File: config.mk
export PLATFORM = sky130hd
export DESIGN_NAME = line_buffer_feed_control
export DESIGN_NICKNAME = d
export VERILOG_FILES = /design/src/rtl/line_buffer_feed_control_pkg.sv /design/src/rtl/line_buffer_feed_control.sv
export SDC_FILE = /design/constraint.sdc
export NUM_CORES = 1
export LEC_CHECK = 0
export ABC_AREA = 0
export CAP_MARGIN = 5
export CORE_MARGIN = 3
export CORE_UTILIZATION = 54
export DETAILED_ROUTE_END_ITERATION = 16
export PLACE_DENSITY = 0.85
export SYNTH_ARGS = -nofsm -noshare
export SYNTH_HDL_FRONTEND = slang
export SYNTH_SLANG_ARGS = --single-unit
File: constraint.sdc
create_clock -name clk -period 4.62 [get_ports clk]
set_input_delay 0.924 -clock clk [delete_from_list [all_inputs] [get_ports clk]]
set_output_delay 0.924 -clock clk [all_outputs]
set_load 0.1 [all_outputs]
File: src/rtl/line_buffer_feed_control_pkg.sv
// ============================================================================
// line_buffer_feed_control_pkg - shared state encoding and width helper. Rev 1.0
// ============================================================================
`default_nettype none

package line_buffer_feed_control_pkg;

    typedef enum logic [1:0] {
        ST_IDLE   = 2'd0,
        ST_STREAM = 2'd1,
        ST_DONE   = 2'd2
    } feed_state_t;

    // Counter width able to hold values 0..n-1, never narrower than one bit.
    function automatic int cnt_width(input int n);
        return (n > 1) ? $clog2(n) : 1;
    endfunction

endpackage

`default_nettype wire

File: src/rtl/line_buffer_feed_control.sv
// ============================================================================
// line_buffer_feed_control - credit-gated DMA pixel feed into the line buffers. Rev 1.0
// ============================================================================
`default_nettype none

module line_buffer_feed_control
    import line_buffer_feed_control_pkg::*;
#(
    parameter int PIXEL_SIZE   = 32,
    parameter int IMAGE_WIDTH  = 512,
    parameter int IMAGE_HEIGHT = 512,
    parameter int INIT_LINES   = 4
) (
    input  logic                  clk,
    input  logic                  reset_n,
    input  logic                  i_start,
    input  logic [PIXEL_SIZE-1:0] s_axis_tdata,
    input  logic                  s_axis_tvalid,
    output logic                  s_axis_tready,
    input  logic                  s_axis_tlast,
    input  logic                  i_intr,
    output logic [PIXEL_SIZE-1:0] o_pixel_data,
    output logic                  o_pixel_data_valid,
    output logic                  o_busy,
    output logic                  o_frame_done,
    output logic                  o_tlast_err,
    output logic                  o_credit_err
);

    localparam int PIX_W       = cnt_width(IMAGE_WIDTH);
    localparam int CRD_W       = cnt_width(INIT_LINES + 1);
    localparam int LIN_W       = cnt_width(IMAGE_HEIGHT + 1);
    localparam int INIT_CREDIT = (INIT_LINES < IMAGE_HEIGHT) ? INIT_LINES : IMAGE_HEIGHT;

    localparam logic [PIX_W-1:0] LAST_PIX     = PIX_W'(IMAGE_WIDTH - 1);
    localparam logic [LIN_W-1:0] LAST_LINE    = LIN_W'(IMAGE_HEIGHT - 1);
    localparam logic [LIN_W-1:0] ALL_LINES    = LIN_W'(IMAGE_HEIGHT);
    localparam logic [LIN_W-1:0] START_GRANT  = LIN_W'(INIT_CREDIT);
    localparam logic [CRD_W-1:0] MAX_CREDIT   = CRD_W'(INIT_LINES);
    localparam logic [CRD_W-1:0] START_CREDIT = CRD_W'(INIT_CREDIT);

    feed_state_t      state;
    logic [PIX_W-1:0] pix_ctr;
    logic [LIN_W-1:0] line_ctr;
    logic [LIN_W-1:0] lines_granted;
    logic [CRD_W-1:0] credit;
    logic             intr_d;

    logic transfer;
    logic intr_rise;
    logic line_done;
    logic grant;

    // Ready depends on registers only, so DMA never sees a tvalid->tready path.
    assign s_axis_tready = (state == ST_STREAM) && (credit != '0);
    assign transfer      = s_axis_tvalid && s_axis_tready;
    assign intr_rise     = i_intr && !intr_d;
    assign line_done     = transfer && (pix_ctr == LAST_PIX);
    assign grant         = (state == ST_STREAM) && intr_rise && (lines_granted < ALL_LINES);
    assign o_busy        = (state != ST_IDLE);

    always_ff @(posedge clk or negedge reset_n) begin
        if (!reset_n) begin
            state              <= ST_IDLE;
            pix_ctr            <= '0;
            line_ctr           <= '0;
            lines_granted      <= '0;
            credit             <= '0;
            intr_d             <= 1'b0;
            o_pixel_data       <= '0;
            o_pixel_data_valid <= 1'b0;
            o_frame_done       <= 1'b0;
            o_tlast_err        <= 1'b0;
            o_credit_err       <= 1'b0;
        end else begin
            intr_d             <= i_intr;
            o_pixel_data_valid <= transfer;
            o_frame_done       <= 1'b0;
            if (transfer) begin
                o_pixel_data <= s_axis_tdata;
            end

            case (state)
                ST_IDLE: begin
                    if (i_start) begin
                        state         <= ST_STREAM;
                        credit        <= START_CREDIT;
                        lines_granted <= START_GRANT;
                        pix_ctr       <= '0;
                        line_ctr      <= '0;
                        o_tlast_err   <= 1'b0;
                        o_credit_err  <= 1'b0;
                    end
                end

                ST_STREAM: begin
                    if (transfer) begin
                        if (s_axis_tlast != (pix_ctr == LAST_PIX)) begin
                            o_tlast_err <= 1'b1;
                        end
                        pix_ctr <= (pix_ctr == LAST_PIX) ? '0 : pix_ctr + 1'b1;
                    end

                    if (line_done) begin
                        line_ctr <= line_ctr + 1'b1;
                        if (line_ctr == LAST_LINE) begin
                            state        <= ST_DONE;
                            o_frame_done <= 1'b1;
                        end
                    end

                    // A grant landing with a line completion nets to zero credit change.
                    // A saturated grant is dropped so lines_granted - line_ctr tracks credit.
                    if (grant) begin
                        if (line_done) begin
                            lines_granted <= lines_granted + 1'b1;
                        end else if (credit == MAX_CREDIT) begin
                            o_credit_err <= 1'b1;
                        end else begin
                            credit        <= credit + 1'b1;
                            lines_granted <= lines_granted + 1'b1;
                        end
                    end else if (line_done) begin
                        credit <= credit - 1'b1;
                    end
                end

                ST_DONE: begin
                    state <= ST_IDLE;
                end

                default: begin
                    state <= ST_IDLE;
                end
            endcase
        end
    end

endmodule

`default_nettype wire

==> key figures, run 1 <==
Run status
  – Result of the run: finished clean

Synthesis
  – Syn_nets: 330
  – Simple-gate share of the synthesized area: 17.58%
  – Number of distinct library cells after synthesis: between 50 and 60
  – Synthesized-area fraction occupied by ao, oa, aoi and oai cells: 9.830%
  – Share of synthesized area spent on multiplexers: between 10% and 20%
  – Number of storage elements in the synthesis netlist: 71
  – Post-synthesis instance area: 3309 um2
  – Post-Synthesis Mean Instance Area: 11.53 um2
  – Warning count from the yosys run: 0
  – Share of the synthesized netlist area taken by xor and xnor gates: 2.117%
  – Part of the Yosys area used for sequential elements: 53.69%
  – Most instantiated flip-flop cell in the synthesis netlist: sky130_fd_sc_hd__dfrtp_1
  – Count of mapped cells out of synthesis: roughly 290
  – Dominant combinational cell family by area after synthesis: simple AND/OR/NAND/NOR gates
  – Async set or reset register ratio after synthesis: 100.0%
  – EDFF count, synth: 0
  – Adder-cell share of the synthesized area: 2.117%

Drt
  – Post-detailed-route DRC marker count: 0
  – Via total after detailed routing: 2,561
  – Remaining antenna violation count after routing: 0
  – Starting DRT DRC Count: approximately 230
  – Routed via count divided by cell count: 5.820
  – Number of optimization iterations in the first detailed-route pass: 5
  – Average routed wire per standard cell: 17.75 um
  – Total detailed-routing wirelength: 7812 um

Pwr
  – Power per Cell Area: 693.0 nW/um2
  – Proportion of total power due to net switching: 49.06%
  – Net load switching power: around 1.5 mW
  – Clock network power share: roughly a fifth
  – Leakage power summed over all cells: 1.858 nW
  – Reg power frac: between 30% and 40%
  – Maximum ir drop on the vdd rail: 0.0006480 V
  – Comb pwr share: approximately 50%
  – Internal power component: 1.528 mW

Global routing
  – Global-route wire length before repair: between 10,000 and 15,000 um
  – Via count of the first global-routing pass: 2,658
  – Global route overflow: 0
  – Overall global routing resource usage: 23.40%
  – Antenna violations before repair: 0
  – Largest net degree at the start of global routing: 46

Die
  – Die height: 84.29 um
  – Die ar.: about 7100 um2
  – Initial Utilization: 57.97%
  – Die X-Extent: 84.29 um
  – Floorplan row count: 27
  – I/O pin count: 76
  – Placeable core region: 5709 um2

CTS
  – Clk_lat worst skew: 0.35 ns
  – Number of resized instances in the post-cts repair step: 0
  – Count of H-tree levels built during CTS: 3
  – Post-CTS setup buffers: 0
  – Root cell of the clock tree: sky130_fd_sc_hd__clkbuf_8
  – Number of buffers inserted by hold repair at cts: 0
  – Clock buffers created by TritonCTS: 9
  – Clock transition at the registers of the reported paths: 0.07 ns
  – Number of clock sinks: 71
  – Clock tree from TritonCTS: yes
  – Max clock buf depth: 2

Final layout
  – Commonest non-fill, non-tap cell in the layout: sky130_fd_sc_hd__clkdlybuf4s50_1
  – Register area: around 1800 um2
  – # diodes: 0
  – Fill cell instance count of the final layout: 349
  – Layout cells sized above 1: 8.696%
  – Number of nets in the final layout: 406
  – Area of combinational cells with multiple inputs: approximately 1400 um2
  – Highest-count cells in the layout ignoring fill and taps: sky130_fd_sc_hd__clkdlybuf4s50_1, sky130_fd_sc_hd__dfrtp_1, sky130_fd_sc_hd__mux2_1
  – Area Overhead vs Synth: 30.81%
  – Final design area excluding fillers: ~4300 um2

STA
  – Final slew viol count: 0
  – Final count of hold timing violations: 0
  – Fmax: ~0.28 GHz
  – Post-route fraction of the period consumed by the critical path: 77.59%
  – Worst rel slew slack: between 30% and 40%
  – Worst Max-Slew Pin Slew: 1.014 ns
  – Clock period minus worst slack: between 3 and 4 ns
  – RSZ-0062 raised after global routing: false
  – Skew final: 0.01399 ns
  – Final setup violation count: 0
  – Total Negative Setup Slacks: 0 ns

Critical path
  – Largest fanout on the critical path: 14
  – Worst stage delay on the critical path: 1.14 ns
  – Count of buffer and inverter cells on the critical path: 1
  – Crit-path cells: nand2b_1, nor2_1, clkdlybuf4s50_1
  – Cell at the slowest stage of the critical path: sky130_fd_sc_hd__clkdlybuf4s50_1
  – Arrival time at the worst endpoint: 2.66 ns
  – Kind of capture point of the worst setup path: output pin
  – CP startpoint kind: register
  – Top delay family on crit path: buffers and inverters
  – Crit path kind: reg2out
  – Critical path data required time: ~3.7 ns

Placed design
  – Global placer's final weighted congestion: about 0.84
  – Dpl cell area: 4090 um2
  – DPL Wire Length: ~5400 um
  – Number of port buffers: 75

Worst hold path
  – Path class of the lowest-slack min-delay path: reg2reg

Flow run
  – Max-capacitance violation count: 0
[layer usage]
| metal | vias to the layer above | wire (um) | GRT usage, % |
|---|---|---|---|
| met1 | 1258 | 3032 | 26.81 |
| li1 | 1192 | - | - |
| met2 | 92 | 4224 | 41.46 |
| met5 | - | 0 | 0 |
| met4 | 0 | 226 | 11.99 |
| met3 | 19 | 329 | 4.416 |
[synth_stat cells, types with 2 or more instances]
cell / instances / area (um2)
sky130_fd_sc_hd__dfrtp_1: 71 / 1777
sky130_fd_sc_hd__mux2_1: 28 / 315.3
sky130_fd_sc_hd__nand2_1: 23 / 86.33
sky130_fd_sc_hd__nor2_1: 19 / 71.32
sky130_fd_sc_hd__nand3_1: 17 / 85.08
sky130_fd_sc_hd__o21ai_0: 13 / 65.06
sky130_fd_sc_hd__nor3_1: 7 / 35.03
sky130_fd_sc_hd__a21oi_1: 5 / 25.02
sky130_fd_sc_hd__and3_1: 5 / 31.28
sky130_fd_sc_hd__buf_4: 5 / 37.54
sky130_fd_sc_hd__inv_1: 5 / 18.77
sky130_fd_sc_hd__xnor2_1: 5 / 43.79
sky130_fd_sc_hd__a21o_1: 4 / 30.03
sky130_fd_sc_hd__clkbuf_1: 4 / 15.01
sky130_fd_sc_hd__ha_1: 4 / 50.05
sky130_fd_sc_hd__mux2_2: 4 / 45.04
sky130_fd_sc_hd__mux2i_1: 4 / 40.04
sky130_fd_sc_hd__nand2b_1: 4 / 25.02
sky130_fd_sc_hd__nor4_1: 4 / 25.02
sky130_fd_sc_hd__o21ai_1: 4 / 20.02
sky130_fd_sc_hd__nand4_1: 3 / 18.77
sky130_fd_sc_hd__o22ai_1: 3 / 18.77
sky130_fd_sc_hd__o31ai_1: 3 / 22.52
sky130_fd_sc_hd__or3_1: 3 / 18.77
sky130_fd_sc_hd__xor2_1: 3 / 26.28
sky130_fd_sc_hd__a31oi_1: 2 / 12.51
sky130_fd_sc_hd__and4_1: 2 / 17.52
sky130_fd_sc_hd__buf_2: 2 / 10.01
sky130_fd_sc_hd__nor3b_1: 2 / 15.01
sky130_fd_sc_hd__o211ai_1: 2 / 15.01
sky130_fd_sc_hd__or3b_1: 2 / 17.52
sky130_fd_sc_hd__or4b_1: 2 / 20.02
[worst reg2reg max path, cell delays in order, from the launching register on]
cell and delay, ns:
sky130_fd_sc_hd__dfrtp_1 0.61, sky130_fd_sc_hd__nor2b_1 0.59, sky130_fd_sc_hd__nand3_2 0.86, sky130_fd_sc_hd__inv_2 0.37, sky130_fd_sc_hd__nand2b_1 0.20, sky130_fd_sc_hd__o31ai_1 0.30
[area by class of cell]
cell class              count  area share, %
well taps                  72          2.081
clock buffers              13          3.439
inverters                   6         0.5202
flip-flops and latches     71          41.04
clock inverters             3          2.081
repair buffers             76          17.40
multi-input cells         199          33.44
[kinds of logic (layout without fill, tap and decap cells)]
logic type                 after synthesis  count (layout)
muxes                                   36              36
xor gates and xnor gates                 8               8
buffers and inverters                   17              98
and+or+nand+nor                        105             105
DFF                                     71              71
AOI/OAI and AO/OA                       45              45
adders and majority gates                5               5
[stage by stage]
step | util [%] | power, mW | hold WS, ns | std cells | worst slack (ns)
2_1_floorplan | - | 2.027 | 0.4457 | 287 | 1.607
3_3_place_gp | 71.64 | 2.372 | 0.4653 | 424 | 1.455
3_5_place_dp | 71.64 | 2.404 | 0.4800 | 424 | 1.406
4_1_cts | 75.83 | 3.015 | 0.4960 | 440 | 1.031
5_1_grt | 75.83 | 3.109 | 0.5042 | 440 | 0.8613
6_report | 75.83 | 3.000 | 0.4931 | 440 | 1.035
[state kept, by name, summed over array words and instances, names as in the netlist]
name	count
o_pixel_data	32
line_ctr	10
lines_granted	10
pix_ctr	9
credit	3
state	2
intr_d	1
o_credit_err	1
o_frame_done	1
o_pixel_data_valid	1
o_tlast_err	1
[power groups by stage]
stage / clock, mW / combinational (mW) / sequential [mW]
after floorplan: 0 / 0.307 / 1.72
after global placement: 0 / 1.47 / 0.899
after detailed placement: 0 / 1.49 / 0.913
after CTS: 0.603 / 1.51 / 0.906
after global routing: 0.631 / 1.55 / 0.928
final: 0.598 / 1.49 / 0.907
[path summary, 6_finish.rpt]
path	startpoint	end	slack, ns	cells after the start
worst max-delay path	state[0]	s_axis_tready	1.04	3
worst min-delay path	o_pixel_data[31]	o_pixel_data[31]	0.49	1
worst max register to register	state[0]	pix_ctr[3]	1.60	5
worst min register to register	o_pixel_data[31]	o_pixel_data[31]	0.49	1
max in group asynchronous	reset_n	pix_ctr[6]	2.96	2
min in group asynchronous	reset_n	o_pixel_data[8]	0.74	1
(Power assumes the default switching activity.)
==> run 2: changes to the inputs <==
Settings changed: CORE_UTILIZATION 54 to 45, PLACE_DENSITY 0.85 to 0.76.
Clock period 4.62 ns to 2.97 ns, I/O delays scaled along.
==> key figures, run 2 (synthesis results as in run 1) <==
Critical path
  – Kind of capture point of the worst setup path: register
  – Register-to-register setup slack: 0.32 ns (-1.28 ns)
  – Depth of the worst register-to-register path: 10 (+5)
  – Critical path data required time: 3.23 ns (-0.47 ns)
  – Largest fanout on the critical path: 7 (-7)
  – Critical register-to-register path startpoint: pix_ctr[0]
  – Worst reg2reg path endpoint: credit[0]
  – Arrival time at the worst endpoint: 2.91 ns (+0.25 ns)
  – Crit path kind: reg2reg
  – CP startpoint kind: register

CTS
  – Count of H-tree levels built during CTS: 3 (unchanged)
  – Max clock buf depth: 2 (unchanged)
  – Number of buffers inserted by hold repair at cts: 0 (unchanged)
  – Post-CTS setup buffers: 0 (unchanged)
  – Clock tree from TritonCTS: yes
  – Number of clock sinks: 71 (unchanged)
  – Clock transition at the registers of the reported paths: 0.08 ns (about the same)
  – Number of resized instances in the post-cts repair step: 0 (unchanged)
  – Clock buffers created by TritonCTS: 9 (unchanged)
  – Root cell of the clock tree: sky130_fd_sc_hd__clkbuf_8
  – Clk_lat worst skew: 0.35 ns (about the same)

Run status
  – Result of the run: finished clean

Final layout
  – Registers with the most flip-flops: o_pixel_data: 32 flops, line_ctr: 10 flops, lines_granted: 10 flops
  – Layout cells sized above 1: 21.12% (+12 points)
  – Number of nets in the final layout: 412 (+1.5%)
  – Fill cell instance count of the final layout: 564 (+62%)
  – Area Overhead vs Synth: 29.19%
  – Reg with most FFs: o_pixel_data
  – Commonest non-fill, non-tap cell in the layout: sky130_fd_sc_hd__dfrtp_1
  – Max reg flops: 32 (unchanged)
  – Area of combinational cells with multiple inputs: 1448 um2 (unchanged)
  – Highest-count cells in the layout ignoring fill and taps: sky130_fd_sc_hd__dfrtp_1, sky130_fd_sc_hd__buf_4, sky130_fd_sc_hd__clkdlybuf4s50_1
  – # diodes: 0 (unchanged)
  – Register area: 1777 um2 (unchanged)
  – Final design area excluding fillers: 4275 um2 (-1.2%)

Drt
  – Total detailed-routing wirelength: 7309 um (-6.4%)
  – Remaining antenna violation count after routing: 0 (unchanged)
  – Average routed wire per standard cell: 15.55 um (-12%)
  – Routed via count divided by cell count: 5.338 (-8.3%)
  – Starting DRT DRC Count: 127 (-45%)
  – Via total after detailed routing: 2,509 (-2.0%)
  – Post-detailed-route DRC marker count: 0 (unchanged)
  – Number of optimization iterations in the first detailed-route pass: 4 (-1)

STA
  – Fmax: about 0.38 GHz
  – Final setup violation count: 0 (unchanged)
  – Worst rel slew slack: 41.36% (+9.1 points)
  – Final count of hold timing violations: 0 (unchanged)
  – Clock period minus worst slack: 2.655 ns
  – Skew final: 0.01393 ns (-0.00005680 ns)
  – RSZ-0062 raised after global routing: false
  – Final slew viol count: 0 (unchanged)
  – Post-route fraction of the period consumed by the critical path: 89.38%
  – Worst Max-Slew Pin Slew: 0.8796 ns (-0.1340 ns)
  – Total Negative Setup Slacks: 0 ns (unchanged)

Placed design
  – Number of port buffers: 75 (unchanged)
  – Global placer's final weighted congestion: 0.8502 (+0.93%)
  – Dpl cell area: 4070 um2 (-0.49%)
  – DPL Wire Length: 5207 um (-4.0%)

Die
  – Placeable core region: 6944 um2 (+22%)
  – Die height: 91.76 um (+8.9%)
  – Die X-Extent: 91.76 um (+8.9%)
  – Floorplan row count: 30 (+11%)
  – I/O pin count: 76 (unchanged)
  – Die ar.: 8419 um2 (+19%)
  – Initial Utilization: 47.66% (-10 points)

Global routing
  – Antenna violations before repair: 0 (unchanged)
  – Largest net degree at the start of global routing: 72 (+57%)
  – Overall global routing resource usage: 18.65% (-4.7 points)
  – Global-route wire length before repair: 12,390 um (-4.9%)
  – Global route overflow: 0 (unchanged)
  – Via count of the first global-routing pass: 2,417 (-9.1%)

Pwr
  – Power per Cell Area: 1041 nW/um2 (+50%)
  – Maximum ir drop on the vdd rail: 0.0007332 V (+13%)
  – Leakage power summed over all cells: 1.901 nW (+2.4%)

Flow run
  – Max-capacitance violation count: 0 (unchanged)

Worst hold path
  – Path class of the lowest-slack min-delay path: in2async
## run 2: cell types whose count changed in the layout (fill, tap and decap cells not counted), sizes merged
cell / before / now
inv: 6 / 7
clkinv: 0 / 2
clkdlybuf4s50: 74 / 36
clkbuf: 13 / 10
bufinv: 3 / 1
buf: 2 / 46
clkinvlp: 0 / 2
## run 2: power breakdown
| part | leakage [nW] | internal, mW | switching (mW) |
|---|---|---|---|
| clock network | 0.0989 | 0.414 | 0.377 |
| registers | 0.875 | 1.22 | 0.184 |
| logic | 0.927 | 0.522 | 1.74 |
## run 2: final cells by class
cell class	instances	share of cell area, %
Sequential cell	71	41.56
Multi-Input combinational cell	199	33.86
Inverter	6	0.5268
Clock inverter	6	1.580
Clock buffer	10	3.219
Tap cell	96	2.809
Timing Repair Buffer	82	16.45
## run 2: worst max-delay path, stage by stage (launching register included)
cell	delay (ns)
sky130_fd_sc_hd__dfrtp_1	0.42
sky130_fd_sc_hd__ha_1	0.20
sky130_fd_sc_hd__and3_1	0.21
sky130_fd_sc_hd__nand3_1	0.11
sky130_fd_sc_hd__nor2_1	0.15
sky130_fd_sc_hd__ha_1	0.32
sky130_fd_sc_hd__and4b_1	0.38
sky130_fd_sc_hd__buf_4	0.19
sky130_fd_sc_hd__a211oi_2	0.07
sky130_fd_sc_hd__o21ai_1	0.28
sky130_fd_sc_hd__mux2i_1	0.25
## run 2: worst max path at each step
stage                     startpoint       endpoint  slack, ns  cells after the start
after floorplan             state[1]  s_axis_tready       0.29                      3
after global placement        i_intr      credit[2]       0.52                      7
after detailed placement  pix_ctr[0]      credit[0]       0.38                     10
after CTS                 pix_ctr[0]      credit[0]       0.28                     10
after global routing      pix_ctr[0]      credit[0]       0.09                     10
final                     pix_ctr[0]      credit[0]       0.32                     10
## run 2: layer usage
metal / GRT usage (%) / part of all wire (%) / up-vias
li1: - / - / 1202
met1: 25.19 / 46 / 1220
met2: 29.34 / 48 / 80
met3: 4.922 / 5.8 / 7
met4: 6.188 / 0.45 / 0
met5: 0 / 0 / -
## run 2: stage by stage
stage / hold slack (ns) / util (%) / power (mW) / std cells / setup WS [ns]
floorplan: 0.2984 / - / 3.154 / 287 / 0.2869
global placement: 0.4667 / 58.61 / 3.652 / 454 / 0.5163
detailed placement: 0.4768 / 58.61 / 3.686 / 454 / 0.3802
CTS: 0.4772 / 61.57 / 4.489 / 470 / 0.2809
global route: 0.5143 / 61.57 / 4.654 / 470 / 0.08888
finish: 0.4576 / 61.57 / 4.451 / 470 / 0.3153
